`config.mk`:
```
export PLATFORM = sky130hd
export DESIGN_NAME = apb_xbar_rr_flat
export DESIGN_NICKNAME = d
export VERILOG_FILES = /design/src/rtl/apb_xbar_pkg.sv /design/src/rtl/apb_xbar_rr_if.sv /design/src/rtl/apb_xbar_fifo.sv /design/src/rtl/apb_xbar_rr.sv /design/src/flat_wrapper.sv
export SDC_FILE = /design/constraint.sdc
export NUM_CORES = 1
export LEC_CHECK = 0
export CAP_MARGIN = 20
export CELL_PAD_IN_SITES_DETAIL_PLACEMENT = 0
export CELL_PAD_IN_SITES_GLOBAL_PLACEMENT = 1
export CORE_UTILIZATION = 52
export CTS_CLUSTER_DIAMETER = 200
export CTS_CLUSTER_SIZE = 25
export DETAILED_ROUTE_END_ITERATION = 10
export PLACE_DENSITY_LB_ADDON = 0.1
export SYNTH_ARGS = -nofsm -noshare
export SYNTH_HDL_FRONTEND = slang
export SYNTH_SLANG_ARGS = --single-unit
```
`constraint.sdc`:
```
create_clock -name pclk -period 13.3 [get_ports pclk]
set_input_delay 1.995 -clock pclk [delete_from_list [all_inputs] [get_ports pclk]]
set_output_delay 1.995 -clock pclk [all_outputs]
set_load 0.1 [all_outputs]
```
`src/rtl/apb_xbar_pkg.sv`:
```
// Shared types, default sizes and the round-robin pick function used by the
// apb_xbar_rr crossbar.
package apb_xbar_pkg;

  localparam int NUM_MASTERS_DEF = 4;
  localparam int NUM_SLAVES_DEF  = 4;
  localparam int NUM_BRDCST_DEF  = 2;
  localparam int DATA_WIDTH_DEF  = 32;
  localparam int ADDR_WIDTH_DEF  = 6;
  localparam int FIFO_DEPTH_DEF  = 4;

  localparam int MID_W = $clog2(NUM_MASTERS_DEF);
  localparam int CNT_W = $clog2(FIFO_DEPTH_DEF + 1);
  localparam logic [15:0] ERR_CNT_MAX = 16'hFFFF;

  // The pick function handles up to RR_MAX requesters.
  localparam int RR_MAX   = 32;
  localparam int RR_IDX_W = 5;

  typedef enum logic [1:0] {
    UNICAST = 2'd0,
    BRDCST  = 2'd1,
    INVALID = 2'd2
  } addr_class_e;

  typedef struct packed {
    logic                hit;
    logic [RR_IDX_W-1:0] idx;
  } rr_res_t;

  // First set request at or after ptr, wrapping modulo n.
  function automatic rr_res_t rr_pick(input logic [RR_MAX-1:0] req,
                                      input int unsigned       ptr,
                                      input int unsigned       n);
    rr_res_t     res;
    int unsigned j;
    res = '0;
    j   = 0;
    for (int unsigned i = 0; i < RR_MAX; i++) begin
      if (i < n) begin
        j = ptr + i;
        if (j >= n) j = j - n;
        if (!res.hit && req[j]) begin
          res.hit = 1'b1;
          res.idx = RR_IDX_W'(j);
        end
      end
    end
    return res;
  endfunction

endpackage

```
`src/rtl/apb_xbar_rr_if.sv`:
```
// Bus bundle of the crossbar: master-side request channels, broadcast
// subscriptions and slave-side output channels.
interface apb_xbar_rr_if #(
  parameter int NUM_MASTERS = 4,
  parameter int NUM_SLAVES  = 4,
  parameter int NUM_BRDCST  = 2,
  parameter int DATA_WIDTH  = 32,
  parameter int ADDR_WIDTH  = 6,
  parameter int MID_W       = (NUM_MASTERS > 1) ? $clog2(NUM_MASTERS) : 1
);
  logic [NUM_MASTERS-1:0]            m_valid;
  logic [NUM_MASTERS-1:0]            m_ready;
  logic [NUM_MASTERS*DATA_WIDTH-1:0] m_data;
  logic [NUM_MASTERS*ADDR_WIDTH-1:0] m_addr;
  logic [NUM_BRDCST*NUM_SLAVES-1:0]  brdcst_sub;
  logic [NUM_SLAVES-1:0]             s_valid;
  logic [NUM_SLAVES-1:0]             s_ready;
  logic [NUM_SLAVES*DATA_WIDTH-1:0]  s_data;
  logic [NUM_SLAVES*MID_W-1:0]       s_src;

  // slave: the crossbar's view; master: the surrounding producers/consumers.
  modport slave (input  m_valid, m_data, m_addr, brdcst_sub, s_ready,
                 output m_ready, s_valid, s_data, s_src);
  modport master (output m_valid, m_data, m_addr, brdcst_sub, s_ready,
                  input  m_ready, s_valid, s_data, s_src);
endinterface

```
`src/rtl/apb_xbar_fifo.sv`:
```
// Per-slave output FIFO holding payload plus source ID, first-word-fall-through.
// The head is forced to zero while empty so no stale entry is ever exposed.
module apb_xbar_fifo #(
  parameter int DW    = 32,
  parameter int SW    = 2,
  parameter int DEPTH = 4,
  localparam int PW   = $clog2(DEPTH),
  localparam int CW   = $clog2(DEPTH + 1)
) (
  input  logic          clk,
  input  logic          rst_n,
  input  logic          push_i,
  input  logic [DW-1:0] push_data_i,
  input  logic [SW-1:0] push_src_i,
  input  logic          ready_i,
  output logic          full_o,
  output logic          valid_o,
  output logic [DW-1:0] data_o,
  output logic [SW-1:0] src_o
);
  logic [DW+SW-1:0] mem_q [DEPTH];
  logic [PW-1:0]    wr_q, wr_d, rd_q, rd_d;
  logic [CW-1:0]    cnt_q, cnt_d;
  logic             push_s, pop_s;

  assign valid_o = (cnt_q != '0);
  assign full_o  = (cnt_q == CW'(DEPTH));
  assign push_s  = push_i & ~full_o;
  assign pop_s   = valid_o & ready_i;
  assign {data_o, src_o} = valid_o ? mem_q[rd_q] : '0;

  // next pointers and occupancy
  always_comb begin
    wr_d = push_s ? wr_q + PW'(1) : wr_q;
    rd_d = pop_s  ? rd_q + PW'(1) : rd_q;
    case ({push_s, pop_s})
      2'b10:   cnt_d = cnt_q + CW'(1);
      2'b01:   cnt_d = cnt_q - CW'(1);
      default: cnt_d = cnt_q;
    endcase
  end

  // pointer/count state
  always_ff @(posedge clk or negedge rst_n) begin
    if (!rst_n) begin
      wr_q  <= '0;
      rd_q  <= '0;
      cnt_q <= '0;
    end else begin
      wr_q  <= wr_d;
      rd_q  <= rd_d;
      cnt_q <= cnt_d;
    end
  end

  // storage array
  always_ff @(posedge clk) begin
    if (push_s) mem_q[wr_q] <= {push_data_i, push_src_i};
  end
endmodule

```
`src/rtl/apb_xbar_rr.sv`:
```
// N x M crossbar with unicast/broadcast routing, round-robin arbitration per
// slave plus one global broadcast arbiter, and a FIFO on every slave port.
module apb_xbar_rr
  import apb_xbar_pkg::*;
#(
  parameter int NUM_MASTERS = NUM_MASTERS_DEF,
  parameter int NUM_SLAVES  = NUM_SLAVES_DEF,
  parameter int NUM_BRDCST  = NUM_BRDCST_DEF,
  parameter int DATA_WIDTH  = DATA_WIDTH_DEF,
  parameter int ADDR_WIDTH  = ADDR_WIDTH_DEF,
  parameter int FIFO_DEPTH  = FIFO_DEPTH_DEF
) (
  input  logic          pclk,
  input  logic          rstn,
  apb_xbar_rr_if.slave  bus,
  output logic [15:0]   err_cnt
);
  localparam int NM = NUM_MASTERS;
  localparam int NS = NUM_SLAVES;
  localparam int NB = NUM_BRDCST;
  localparam int DW = DATA_WIDTH;
  localparam int AW = ADDR_WIDTH;
  localparam int MW = (NM > 1) ? $clog2(NM) : 1;

  addr_class_e   cls_s    [NM];
  logic [NS-1:0] tmask_s  [NM];
  logic [NM-1:0] uni_req_s [NS];
  logic [NM-1:0] bc_req_s, ready_s, mrdy_s, fire_s;
  logic [NS-1:0] space_s, bc_tgt_s, push_s;
  rr_res_t       bc_res_s;
  rr_res_t       ug_res_s [NS];
  logic [MW-1:0] bc_idx_s;
  logic [MW-1:0] ug_idx_s   [NS];
  logic [MW-1:0] push_src_s [NS];
  logic [DW-1:0] push_data_s [NS];
  logic [MW-1:0] bc_ptr_q, bc_ptr_d;
  logic [MW-1:0] rr_ptr_q [NS];
  logic [MW-1:0] rr_ptr_d [NS];
  logic [15:0]   err_q, err_d;

  // address decode into class and target-slave mask
  always_comb begin
    int unsigned a_v;
    a_v = 0;
    for (int k = 0; k < NM; k++) begin
      a_v = 32'(bus.m_addr[k*AW +: AW]);
      if (a_v < NS) begin
        cls_s[k]   = UNICAST;
        tmask_s[k] = NS'(1) << a_v;
      end else if (a_v < NS + NB) begin
        cls_s[k]   = BRDCST;
        tmask_s[k] = bus.brdcst_sub[(a_v - NS)*NS +: NS];
      end else begin
        cls_s[k]   = INVALID;
        tmask_s[k] = '0;
      end
      bc_req_s[k] = bus.m_valid[k] && (cls_s[k] == BRDCST) && (tmask_s[k] != '0);
    end
  end

  // broadcast winner owns its targets; other broadcasters are kept out of every slave arbiter
  always_comb begin
    bc_res_s = rr_pick(RR_MAX'(bc_req_s), 32'(bc_ptr_q), NM);
    bc_idx_s = MW'(bc_res_s.idx);
    bc_tgt_s = bc_res_s.hit ? tmask_s[bc_idx_s] : '0;
    for (int s = 0; s < NS; s++) begin
      for (int k = 0; k < NM; k++) begin
        uni_req_s[s][k] = bus.m_valid[k] && (cls_s[k] == UNICAST) && tmask_s[k][s];
      end
      ug_res_s[s] = bc_tgt_s[s] ? '0 : rr_pick(RR_MAX'(uni_req_s[s]), 32'(rr_ptr_q[s]), NM);
      ug_idx_s[s] = MW'(ug_res_s[s].idx);
    end
  end

  // accept decision per master
  always_comb begin
    for (int k = 0; k < NM; k++) begin
      ready_s[k] = 1'b0;
      case (cls_s[k])
        UNICAST: begin
          for (int s = 0; s < NS; s++) begin
            ready_s[k] = ready_s[k] | (tmask_s[k][s] && ug_res_s[s].hit &&
                                       (ug_idx_s[s] == MW'(k)) && space_s[s]);
          end
        end
        BRDCST:  ready_s[k] = (tmask_s[k] == '0) ||
                              (bc_res_s.hit && (bc_idx_s == MW'(k)) &&
                               ((tmask_s[k] & ~space_s) == '0));
        INVALID: ready_s[k] = 1'b1;
        default: ready_s[k] = 1'b0;
      endcase
    end
    mrdy_s = ready_s & bus.m_valid & {NM{rstn}};
    fire_s = mrdy_s & bus.m_valid;
  end

  assign bus.m_ready = mrdy_s;

  // push selection per slave, pointer and error-counter next state
  always_comb begin
    logic [16:0] err_sum_v;
    for (int s = 0; s < NS; s++) begin
      if (bc_tgt_s[s] && fire_s[bc_idx_s]) begin
        push_s[s]     = 1'b1;
        push_src_s[s] = bc_idx_s;
      end else if (ug_res_s[s].hit && fire_s[ug_idx_s[s]]) begin
        push_s[s]     = 1'b1;
        push_src_s[s] = ug_idx_s[s];
      end else begin
        push_s[s]     = 1'b0;
        push_src_s[s] = '0;
      end
      push_data_s[s] = bus.m_data[push_src_s[s]*DW +: DW];
      if (ug_res_s[s].hit && fire_s[ug_idx_s[s]]) begin
        rr_ptr_d[s] = (ug_idx_s[s] == MW'(NM - 1)) ? '0 : ug_idx_s[s] + MW'(1);
      end else begin
        rr_ptr_d[s] = rr_ptr_q[s];
      end
    end
    if (bc_res_s.hit && fire_s[bc_idx_s]) begin
      bc_ptr_d = (bc_idx_s == MW'(NM - 1)) ? '0 : bc_idx_s + MW'(1);
    end else begin
      bc_ptr_d = bc_ptr_q;
    end
    err_sum_v = {1'b0, err_q};
    for (int k = 0; k < NM; k++) begin
      if (fire_s[k] && (cls_s[k] == INVALID)) err_sum_v = err_sum_v + 17'd1;
      else                                    err_sum_v = err_sum_v;
    end
    err_d = (err_sum_v > {1'b0, ERR_CNT_MAX}) ? ERR_CNT_MAX : err_sum_v[15:0];
  end

  // arbitration pointers and error counter
  always_ff @(posedge pclk or negedge rstn) begin
    if (!rstn) begin
      bc_ptr_q <= '0;
      err_q    <= '0;
      for (int s = 0; s < NS; s++) rr_ptr_q[s] <= '0;
    end else begin
      bc_ptr_q <= bc_ptr_d;
      err_q    <= err_d;
      for (int s = 0; s < NS; s++) rr_ptr_q[s] <= rr_ptr_d[s];
    end
  end

  assign err_cnt = err_q;

  for (genvar s = 0; s < NS; s++) begin : g_fifo
    logic full_s;
    apb_xbar_fifo #(.DW(DW), .SW(MW), .DEPTH(FIFO_DEPTH)) u_fifo (
      .clk         (pclk),
      .rst_n       (rstn),
      .push_i      (push_s[s]),
      .push_data_i (push_data_s[s]),
      .push_src_i  (push_src_s[s]),
      .ready_i     (bus.s_ready[s]),
      .full_o      (full_s),
      .valid_o     (bus.s_valid[s]),
      .data_o      (bus.s_data[s*DW +: DW]),
      .src_o       (bus.s_src[s*MW +: MW])
    );
    assign space_s[s] = ~full_s;
  end
endmodule

```
`src/flat_wrapper.sv`:
```
// flat-port wrapper written by rule: the top's interface ports become plain ports
module apb_xbar_rr_flat import apb_xbar_pkg::*;
#(
  parameter int NUM_MASTERS = NUM_MASTERS_DEF,
  parameter int NUM_SLAVES  = NUM_SLAVES_DEF,
  parameter int NUM_BRDCST  = NUM_BRDCST_DEF,
  parameter int DATA_WIDTH  = DATA_WIDTH_DEF,
  parameter int ADDR_WIDTH  = ADDR_WIDTH_DEF,
  parameter int FIFO_DEPTH  = FIFO_DEPTH_DEF
)
  (pclk, rstn, err_cnt, bus_m_valid, bus_m_data, bus_m_addr, bus_brdcst_sub, bus_s_ready, bus_m_ready, bus_s_valid, bus_s_data, bus_s_src);
  apb_xbar_rr_if #(.NUM_MASTERS(NUM_MASTERS), .NUM_SLAVES(NUM_SLAVES), .NUM_BRDCST(NUM_BRDCST), .DATA_WIDTH(DATA_WIDTH), .ADDR_WIDTH(ADDR_WIDTH)) bus_i ();
  input  logic pclk;
  input  logic rstn;
  output logic [15:0] err_cnt;
  input wire logic [$bits(bus_i.m_valid)-1:0] bus_m_valid;
  input wire logic [$bits(bus_i.m_data)-1:0] bus_m_data;
  input wire logic [$bits(bus_i.m_addr)-1:0] bus_m_addr;
  input wire logic [$bits(bus_i.brdcst_sub)-1:0] bus_brdcst_sub;
  input wire logic [$bits(bus_i.s_ready)-1:0] bus_s_ready;
  output wire logic [$bits(bus_i.m_ready)-1:0] bus_m_ready;
  output wire logic [$bits(bus_i.s_valid)-1:0] bus_s_valid;
  output wire logic [$bits(bus_i.s_data)-1:0] bus_s_data;
  output wire logic [$bits(bus_i.s_src)-1:0] bus_s_src;
  assign bus_i.m_valid = bus_m_valid;
  assign bus_i.m_data = bus_m_data;
  assign bus_i.m_addr = bus_m_addr;
  assign bus_i.brdcst_sub = bus_brdcst_sub;
  assign bus_i.s_ready = bus_s_ready;
  assign bus_m_ready = bus_i.m_ready;
  assign bus_s_valid = bus_i.s_valid;
  assign bus_s_data = bus_i.s_data;
  assign bus_s_src = bus_i.s_src;
  apb_xbar_rr #(.NUM_MASTERS(NUM_MASTERS), .NUM_SLAVES(NUM_SLAVES), .NUM_BRDCST(NUM_BRDCST), .DATA_WIDTH(DATA_WIDTH), .ADDR_WIDTH(ADDR_WIDTH), .FIFO_DEPTH(FIFO_DEPTH)) u_core (.pclk(pclk), .rstn(rstn), .bus(bus_i), .err_cnt(err_cnt));
endmodule
```
# [Word-level counts from Yosys, hierarchy flattened]
# Memory sizes are Yosys's and may differ from the RTL's.
# Index checks and enable logic that the tools add are counted.
[word_totals] reg_bits=54 latchBits=0 ram_bits=544 mem_bits_ro=0 in_bits=170 mem_count=4
[op_classes] n_addsub=64 multipliers=0 div_mod_pow=0 order_cmp=55 n_eq_ne=35 shift=12 mux=160 n_bitwise=33 reduce_logical=160
[memory_table] memory="u_core.g_fifo[0].u_fifo.mem_q" depth=4 word_bits=34 read_ports=1 rd_ports_with_merged_regs=0 write_ports=1 line="apb_xbar_fifo.sv:21" text="logic [DW+SW-1:0] mem_q [DEPTH];"
[memory_table] memory="u_core.g_fifo[1].u_fifo.mem_q" depth=4 word_bits=34 read_ports=1 rd_ports_with_merged_regs=0 write_ports=1 line="apb_xbar_fifo.sv:21"
[memory_table] memory="u_core.g_fifo[2].u_fifo.mem_q" depth=4 word_bits=34 read_ports=1 rd_ports_with_merged_regs=0 write_ports=1 line="apb_xbar_fifo.sv:21"
[memory_table] memory="u_core.g_fifo[3].u_fifo.mem_q" depth=4 word_bits=34 read_ports=1 rd_ports_with_merged_regs=0 write_ports=1 line="apb_xbar_fifo.sv:21"
[op_table] cell="$lt A32 B6 Y1 const B" n=20
[op_table] cell="$mux W32" n=20
[op_table] cell="$shiftx A128 B8 Y32" n=4
[op_table] cell="$ge A32 B3 Y1 const B" n=15
[op_table] cell="$sub A32 B3 Y32 const B" n=15
[op_table] cell="$mux W6" n=24
[op_table] cell="$mux W34" n=4
[op_table] cell="$shiftx A8 B33 Y4" n=4
[op_table] cell="$logic_and A1 B1 Y1" n=112
[op_table] cell="$bmux W1 S5" n=20
[op_table] cell="$mux W17" n=4
[op_table] cell="$add A17 B1 Y17 const B" n=3
[op_table] cell="$lt A6 B3 Y1 const B" n=8
[op_table] cell="$mux W4" n=11
[op_table] cell="$mux W2" n=21
[op_table] cell="$mux W1" n=41
[op_table] cell="$eq A2 B2 Y1 const B" n=18
[op_table] cell="$logic_not A4 Y1" n=8
[op_table] cell="$add A2 B2 Y3 const B" n=10
[op_table] cell="$and A4 B4 Y4" n=7
[op_table] cell="$sub A6 B3 Y7 const B" n=4
[op_table] cell="$add A2 B1 Y2 const B" n=13
[op_table] cell="$eq A2 B1 Y1 const B" n=13
[op_table] cell="$pmux W3 S2" n=4
[op_table] cell="other kinds (26)" n=116

# [Depth between registers and ports, before layout]
[depth] depth_word=44 ltp_mapped=28 depth_no_buf=26

# [By module]
# Synthesis repeated with hierarchy kept, for this count alone.
[hier_totals] hier_cells=2296 area_unflattened_um2=33012.9
[by_module_without_submodules] mod="apb_xbar_fifo" n_inst=4 cells_per_inst=253 area_each_um2=5606.6 seq_area_each_um2=4259.1
[by_module_without_submodules] mod="apb_xbar_rr" n_inst=1 cells_per_inst=1284 area_each_um2=10586.4 seq_area_each_um2=650.6

# [Worst setup path after synthesis]
# No wires, ideal clock.
[synth_timing] kind="input -> register" from="input port bus_m_addr[18]" to="memory u_core.g_fifo[1].u_fifo.mem_q[0][0] (netlist name) (enable)" setup_time_ps=429 t_arrival_ps=9030 required_time_ps=12871 setup_slack_ps=3840 cell_stages=19 cell_sequence="clkbuf_1 -> mux2_2 -> nor3_2 -> a2bb2oi_2 -> nand2_2 -> a21oi_4 -> mux2_1 -> o32a_1 -> nand2_1 -> or2_0 -> clkbuf_1 -> ha_1 -> and3_1 -> a31oi_1 -> o211ai_1 -> a21oi_1 -> a21oi_2 -> a21oi_2 -> nor2b_1"
[synth_between] elab_chain_cells=42 word_cells_on_any_way=232 cone_classes="add/sub: 1; order compare: 2; eq/ne: 17; shift: 2; mux: 84; bitwise: 18; reduce/logical: 108"
[synth_rtl] item="start: declaration" line="flat_wrapper.sv:18" text="input wire logic [$bits(bus_i.m_addr)-1:0] bus_m_addr;"
[synth_rtl] item="$sub A6 B3 Y7 or $lt A6 B3 Y1 (tied branches)" line="apb_xbar_rr.sv:52, apb_xbar_rr.sv:50"
[synth_rtl] item="$shiftx A8 B33 Y4 or $mux W2 (tied branches)" line="apb_xbar_rr.sv:52, apb_xbar_rr.sv:50"
[synth_rtl] item="$mux W4 or $mux W2 (tied branches)" line="apb_xbar_rr.sv:50, apb_xbar_rr.sv:47"
[synth_rtl] item="$mux W4 or $eq A2 B1 Y1 (tied branches)" line="apb_xbar_rr.sv:47, apb_xbar_rr.sv:57"
[synth_rtl] item="$reduce_bool A4 Y1 or $logic_and A1 B1 Y1 (tied branches)" line="apb_xbar_rr.sv:57" text="bc_req_s[k] = bus.m_valid[k] && (cls_s[k] == BRDCST) && (tmask_s[k] != '0);"
[synth_rtl] item="$logic_and A1 B1 Y1" line="apb_xbar_rr.sv:57"
[synth_rtl] item="$bmux W1 S5" line="apb_xbar_pkg.sv:43" text="if (!res.hit && req[j]) begin"
[synth_rtl] item="$mux W1 (not written as such)" line="apb_xbar_pkg.sv:43"
[synth_rtl] item="[25 not listed]"
[synth_rtl] item="named net bus_m_ready[0]" line="flat_wrapper.sv:21" text="output wire logic [$bits(bus_i.m_ready)-1:0] bus_m_ready;"
[synth_rtl] item="[1 not listed]"
[synth_rtl] item="$bmux W1 S2" line="apb_xbar_rr.sv:106" text="end else if (ug_res_s[s].hit && fire_s[ug_idx_s[s]]) begin"
[synth_rtl] item="$mux W1 (not written as such)" line="apb_xbar_rr.sv:106"
[synth_rtl] item="$logic_and A1 B1 Y1" line="apb_xbar_rr.sv:106"
[synth_rtl] item="$mux W1" line="apb_xbar_rr.sv:106"
[synth_rtl] item="$mux W1 (*)" line="apb_xbar_rr.sv:103" text="if (bc_tgt_s[s] && fire_s[bc_idx_s]) begin"
[synth_rtl] item="$and A1 B1 Y1 (*)" line="apb_xbar_fifo.sv:28" text="assign push_s = push_i & ~full_o;"
[synth_rtl] item="$mux W1 (*)" line="apb_xbar_fifo.sv:58" text="if (push_s) mem_q[wr_q] <= {push_data_i, push_src_i};"
[synth_rtl] item="$mux W1 (not written as such) (*)" line="apb_xbar_fifo.sv:58"
[synth_rtl] item="end: declaration" line="apb_xbar_fifo.sv:21"
# Mark *: on every way through the listed nets, which the timed path passes. The rest lies on a longest branch. The select of a mux whose other input is x is not followed.

# [Final worst setup path]
[layout_timing] from="input port bus_m_addr[17]" to="output port bus_m_ready[3]"
[layout_between] elab_chain_cells=33 word_cells_on_any_way=144 cone_classes="add/sub: 1; order compare: 2; eq/ne: 6; shift: 2; mux: 73; bitwise: 6; reduce/logical: 54"
[layout_rtl] item="$sub A6 B3 Y7 or $lt A6 B3 Y1 (tied branches)" line="apb_xbar_rr.sv:52, apb_xbar_rr.sv:50"
[layout_rtl] item="$shiftx A8 B33 Y4 or $mux W2 (tied branches)" line="apb_xbar_rr.sv:52, apb_xbar_rr.sv:50"
[layout_rtl] item="$mux W4 or $mux W2 (tied branches)" line="apb_xbar_rr.sv:50, apb_xbar_rr.sv:47"
[layout_rtl] item="$mux W4 or $eq A2 B1 Y1 (tied branches)" line="apb_xbar_rr.sv:47, apb_xbar_rr.sv:57"
[layout_rtl] item="$reduce_bool A4 Y1 or $logic_and A1 B1 Y1 (tied branches)" line="apb_xbar_rr.sv:57"
[layout_rtl] item="$logic_and A1 B1 Y1" line="apb_xbar_rr.sv:57"
[layout_rtl] item="$bmux W1 S5" line="apb_xbar_pkg.sv:43"
[layout_rtl] item="$mux W1 (not written as such)" line="apb_xbar_pkg.sv:43"
[layout_rtl] item="[14 not listed]"
[layout_rtl] item="$mux W4" line="apb_xbar_rr.sv:65" text="bc_tgt_s = bc_res_s.hit ? tmask_s[bc_idx_s] : '0;"
[layout_rtl] item="$mux W6" line="apb_xbar_rr.sv:70" text="ug_res_s[s] = bc_tgt_s[s] ? '0 : rr_pick(RR_MAX'(uni_req_s[s]), 32'(rr_ptr_q[s]), NM);"
[layout_rtl] item="$eq A2 B2 Y1 or $logic_and A1 B1 Y1 (tied branches)" line="apb_xbar_rr.sv:83, apb_xbar_rr.sv:82"
[layout_rtl] item="$logic_and A1 B1 Y1" line="apb_xbar_rr.sv:82" text="ready_s[k] = ready_s[k] | (tmask_s[k][s] && ug_res_s[s].hit &&"
[layout_rtl] item="$logic_and A1 B1 Y1" line="apb_xbar_rr.sv:83" text="(ug_idx_s[s] == MW'(k)) && space_s[s]);"
[layout_rtl] item="$or A1 B1 Y1 (3 in a row)" line="apb_xbar_rr.sv:82"
[layout_rtl] item="$pmux W1 S3 (*)" line="apb_xbar_rr.sv:79" text="case (cls_s[k])"
[layout_rtl] item="$and A4 B4 Y4 (*) (2 in a row)" line="apb_xbar_rr.sv:93" text="mrdy_s = ready_s & bus.m_valid & {NM{rstn}};"
[layout_rtl] item="end: declaration" line="flat_wrapper.sv:21"
# Mark *: on every way between the ends. The rest lies on a longest branch, timed or not. The select of a mux whose other input is x is not followed.

==> Implementation_results.wiki <==
{| class="wikitable"
! Metric !! Value
|-
| Clock-pin slew reported for the worst setup and hold paths after clock tree synthesis || 0.10 ns
|-
| Final ANT Viol Nets || 0
|-
| Clock tree from TritonCTS || done
|-
| Post-detailed-route via-to-cell ratio || 6.18
|-
| Post-Route WL || 96600 um
|-
| Site row count || 91
|-
| Synthesized Nets || 2628
|-
| Post-synthesis async set-or-reset flop share || 9.03%
|-
| Post-route clock period utilization || 79.5%
|-
| Maximum fanout along the worst path || 16
|-
| Total core area || 61800 sq um
|-
| Capturing point of the worst reg2reg path || u_core.g_fifo[0].u_fifo.mem_q[3][22]
|-
| Main flop type after synthesis || sky130_fd_sc_hd__edfxtp_1
|-
| Max-slew violation count || 0
|-
| Count of endpoints failing setup in the final report || 0
|-
| Arrival time at the worst endpoint || 8.58 ns
|-
| Worst setup slack for register-to-register paths || 4.12 ns
|-
| Cell at the root of the clock tree || sky130_fd_sc_hd__clkbuf_16
|-
| Quantity of hold-fixing buffers added after cts || 0
|-
| Setup repair after global routing missed its margin || no
|-
| Most common cell after layout, fill and taps aside || sky130_fd_sc_hd__edfxtp_1
|-
| HPWL after detailed placement || 70100 um
|-
| Post-cts repair resize count || 0
|-
| Cell area after placement || 36700 sq um
|-
| Maximum operating frequency || 94.6 MHz
|-
| Syn avg cell area || 13.6 sq um
|-
| Reg2Reg Launch Point || u_core.bc_ptr_q[0]
|-
| TritonCTS buffer count || 27
|-
| DRC violation count after routing || 0
|-
| Max Cap Viol || 0
|-
| Number of global-route vias before repair || 21500
|-
| Effective utilization at floorplan || 52.7%
|-
| Final number of hold-violating endpoints || 0
|-
| Min-Delay Endpoint || u_core.g_fifo[2].u_fifo.rd_q[1]
|-
| Slowest stage cell on the critical path || sky130_fd_sc_hd__clkdlybuf4s50_1
|-
| Share of layout cells above drive strength 1 || 11.3%
|-
| Post-synthesis sequential area ratio || 54.3%
|-
| Worst setup path class || primary input to output port
|-
| Post-synth EDFFs || 544
|-
| Synth warnings || 0
|-
| Yosys top cell area share || 50.2%
|-
| Final std cell area, no fill || 37600 sq um
|-
| Type of the tightest min-delay check || flop to flop
|-
| Max Clock Skew || 0.0343 ns
|-
| I/O Buffers || 329
|-
| Kind of capture point of the worst setup path || output port
|-
| Crit path cell chain || clkdlybuf4s50_1 > nor4_4 > and3_1 > and2_4 > o2bb2a_2 > a221oi_2 > or2_1 > inv_2 > nand3_1 > o32a_1 > nand2_1 > or2_0 > inv_1 > ha_1 > nand2_1 > nand4b_1 > a31oi_2 > clkdlybuf4s50_1
|-
| Die Width || 252 um
|-
| Drt wl/cell || 27.4 um
|-
| Remaining Overflow, GRT || 0
|-
| Highest cell delay on the worst timing path || 1.24 ns
|-
| Highest-count cells in the layout ignoring fill and taps || sky130_fd_sc_hd__edfxtp_1, sky130_fd_sc_hd__mux2i_1, sky130_fd_sc_hd__clkdlybuf4s50_1
|-
| Leakage || 13.4 nW
|-
| Weighted congestion at the end of routability-driven global placement || 0.945
|-
| Area Growth Syn to Fin || 15.5%
|-
| First-pass GRT wire length || 140000 um
|-
| Maximum buffer depth of the clock tree || 3
|-
| All-Layer GR Usage || 29.9%
|-
| Worst-skew pair later-pin latency || 0.63 ns
|-
| Count of buffers added by post-CTS timing repair for setup || 0
|-
| CP Launch Type || primary input
|-
| Launch instance of the worst min-delay path || u_core.g_fifo[2].u_fifo.rd_q[1]
|-
| Dominant cells by area after synthesis || sky130_fd_sc_hd__edfxtp_1, sky130_fd_sc_hd__mux2i_1, sky130_fd_sc_hd__mux4_2
|-
| Setup TNS Final || 0 ns
|-
| Final Critical Period || 10.57 ns
|-
| Outcome || complete, no violations
|-
| Total power divided by cell area || 210 nW/um^2
|-
| Synth cell types || 111
|-
| Drt first pass iters || 6
|-
| Count of state elements after synthesis || 598
|-
| Number of instances in the synthesized netlist || 2395
|-
| Rel. slew slack || 24.5%
|-
| H-tree level count || 1
|-
| Die ar. || 63600 sq um
|-
| DRT iter0 DRCs || 2070
|-
| Sinks on Clock Net || 598
|-
| Vertical die dimension || 252 um
|-
| Largest area contributor in the netlist || sky130_fd_sc_hd__edfxtp_1
|-
| Data required time at the worst endpoint || 11.31 ns
|-
| Number of antenna violations at the first check in global routing || 15
|-
| Pin count of the biggest net entering global routing || 66
|-
| Least-Margin Pin Slew || 1.13 ns
|-
| Worst Hold Path Cells || 1
|-
| Total vias in the final route || 21800
|-
| IO Count || 330
|-
| Hold slack final || 0.485 ns
|-
| Worst ir drop on vdd || 0.350 mV
|-
| Netlist area before placement || 32600 sq um
|-
| Reg2reg path depth || 23
|-
| Post-layout nets || 2892
|}
-- metal layers --
| metal | up-vias | part of all wire [%] | routed length (um) | global-route usage, % |
|---|---|---|---|---|
| met5 | - | 0.014 | 14 | 0 |
| li1 | 9712 | - | - | - |
| met4 | 2 | 2.1 | 2050 | 6.75 |
| met1 | 11200 | 43 | 41300 | 42.7 |
| met3 | 108 | 7.7 | 7430 | 4.89 |
| met2 | 827 | 47 | 45800 | 48.2 |
-- report_power, final --
part	leakage, nW	switching [mW]	internal, mW
Sequential	5.61	0.129	2.16
Clock	0.369	0.574	0.391
Combinational	7.45	3.33	1.30
-- layout make-up --
class                      instances  area [sq um]
clock buffer                      48           754
clock inverter                     2          23.8
fill                            4813         24200
multi-input combinational       1592         14100
timing repair buffer             372          3660
inverter                          68           255
sequential                       598         17700
antenna                           13          32.5
tap                              837          1050
-- per-stage QoR --
| step | utilization (%) | worst slack [ns] | power, mW | std cells |
|---|---|---|---|---|
| after floorplan | - | 3.84 | 5.79 | 2395 |
| after global placement | 59.4 | 3.01 | 6.94 | 3463 |
| after detailed placement | 59.4 | 2.89 | 6.95 | 3463 |
| after CTS | 60.7 | 2.86 | 7.92 | 3513 |
| after global routing | 60.8 | 2.41 | 8.16 | 3529 |
| final | 60.8 | 2.73 | 7.89 | 3530 |
-- worst max path at each step --
stage | cells past startpoint | slack (ns) | start | end
after floorplan | 19 | 3.84 | bus_m_addr[18] | u_core.g_fifo[1].u_fifo.mem_q[0][0]
after global placement | 17 | 3.01 | bus_m_addr[17] | bus_m_ready[1]
after detailed placement | 18 | 2.89 | bus_m_addr[17] | bus_m_ready[3]
after CTS | 18 | 2.86 | bus_m_addr[17] | bus_m_ready[3]
after global routing | 18 | 2.41 | bus_m_addr[17] | bus_m_ready[3]
final | 18 | 2.73 | bus_m_addr[17] | bus_m_ready[3]
-- kinds of logic (layout without fill, tap and decap cells) --
group,count (synthesis),count (layout),share of synthesized area [%]
AND/OR/NAND/NOR,660,660,10.9
buffers and inverters,205,490,2.83
adder cells (fa/ha/maj),63,63,2.51
AO/OA/AOI/OAI,313,313,7.21
multiplexers,486,486,20.3
other,0,13,0
XOR/XNOR,70,70,1.88
flip-flops,598,598,54.3
-- critical path: cells and delay by family --
kind / cells / cell delay (ns)
compound gates: 4 / 1.37
simple gates: 9 / 2.71
buf+inv: 4 / 2.26
fa+ha+maj: 1 / 0.21
-- sequential cells by signal, indices dropped and copies added (netlist names) --
| name | cells |
|---|---|
| u_core.g_fifo.u_fifo.mem_q | 544 |
| u_core.err_cnt | 16 |
| u_core.g_fifo.u_fifo.cnt_q | 12 |
| u_core.g_fifo.u_fifo.rd_q | 8 |
| u_core.g_fifo.u_fifo.wr_q | 8 |
| u_core.rr_ptr_q | 8 |
| u_core.bc_ptr_q | 2 |
-- Yosys cell counts (8+ instances only) --
master / number
sky130_fd_sc_hd__xor2_1: 28
sky130_fd_sc_hd__nand4_1: 26
sky130_fd_sc_hd__clkbuf_1: 69
sky130_fd_sc_hd__a22oi_1: 13
sky130_fd_sc_hd__edfxtp_1: 544
sky130_fd_sc_hd__buf_1: 8
sky130_fd_sc_hd__mux2_2: 14
sky130_fd_sc_hd__mux4_2: 138
sky130_fd_sc_hd__o22ai_1: 9
sky130_fd_sc_hd__xnor2_1: 42
sky130_fd_sc_hd__ha_1: 59
sky130_fd_sc_hd__a32oi_1: 27
sky130_fd_sc_hd__a21oi_1: 79
sky130_fd_sc_hd__buf_2: 30
sky130_fd_sc_hd__and3_1: 25
sky130_fd_sc_hd__buf_4: 30
sky130_fd_sc_hd__inv_1: 62
sky130_fd_sc_hd__and2_1: 161
sky130_fd_sc_hd__nor2_1: 79
sky130_fd_sc_hd__o21ai_0: 41
sky130_fd_sc_hd__nand2b_1: 10
sky130_fd_sc_hd__nand3_1: 39
sky130_fd_sc_hd__dfrtp_1: 54
sky130_fd_sc_hd__nor2b_1: 27
sky130_fd_sc_hd__nor3_1: 23
sky130_fd_sc_hd__mux2i_1: 331
sky130_fd_sc_hd__nor4_1: 9
sky130_fd_sc_hd__a31oi_1: 11
sky130_fd_sc_hd__or3_1: 11
sky130_fd_sc_hd__nand2_1: 194
No activity file was read; power rests on OpenSTA's default activity.
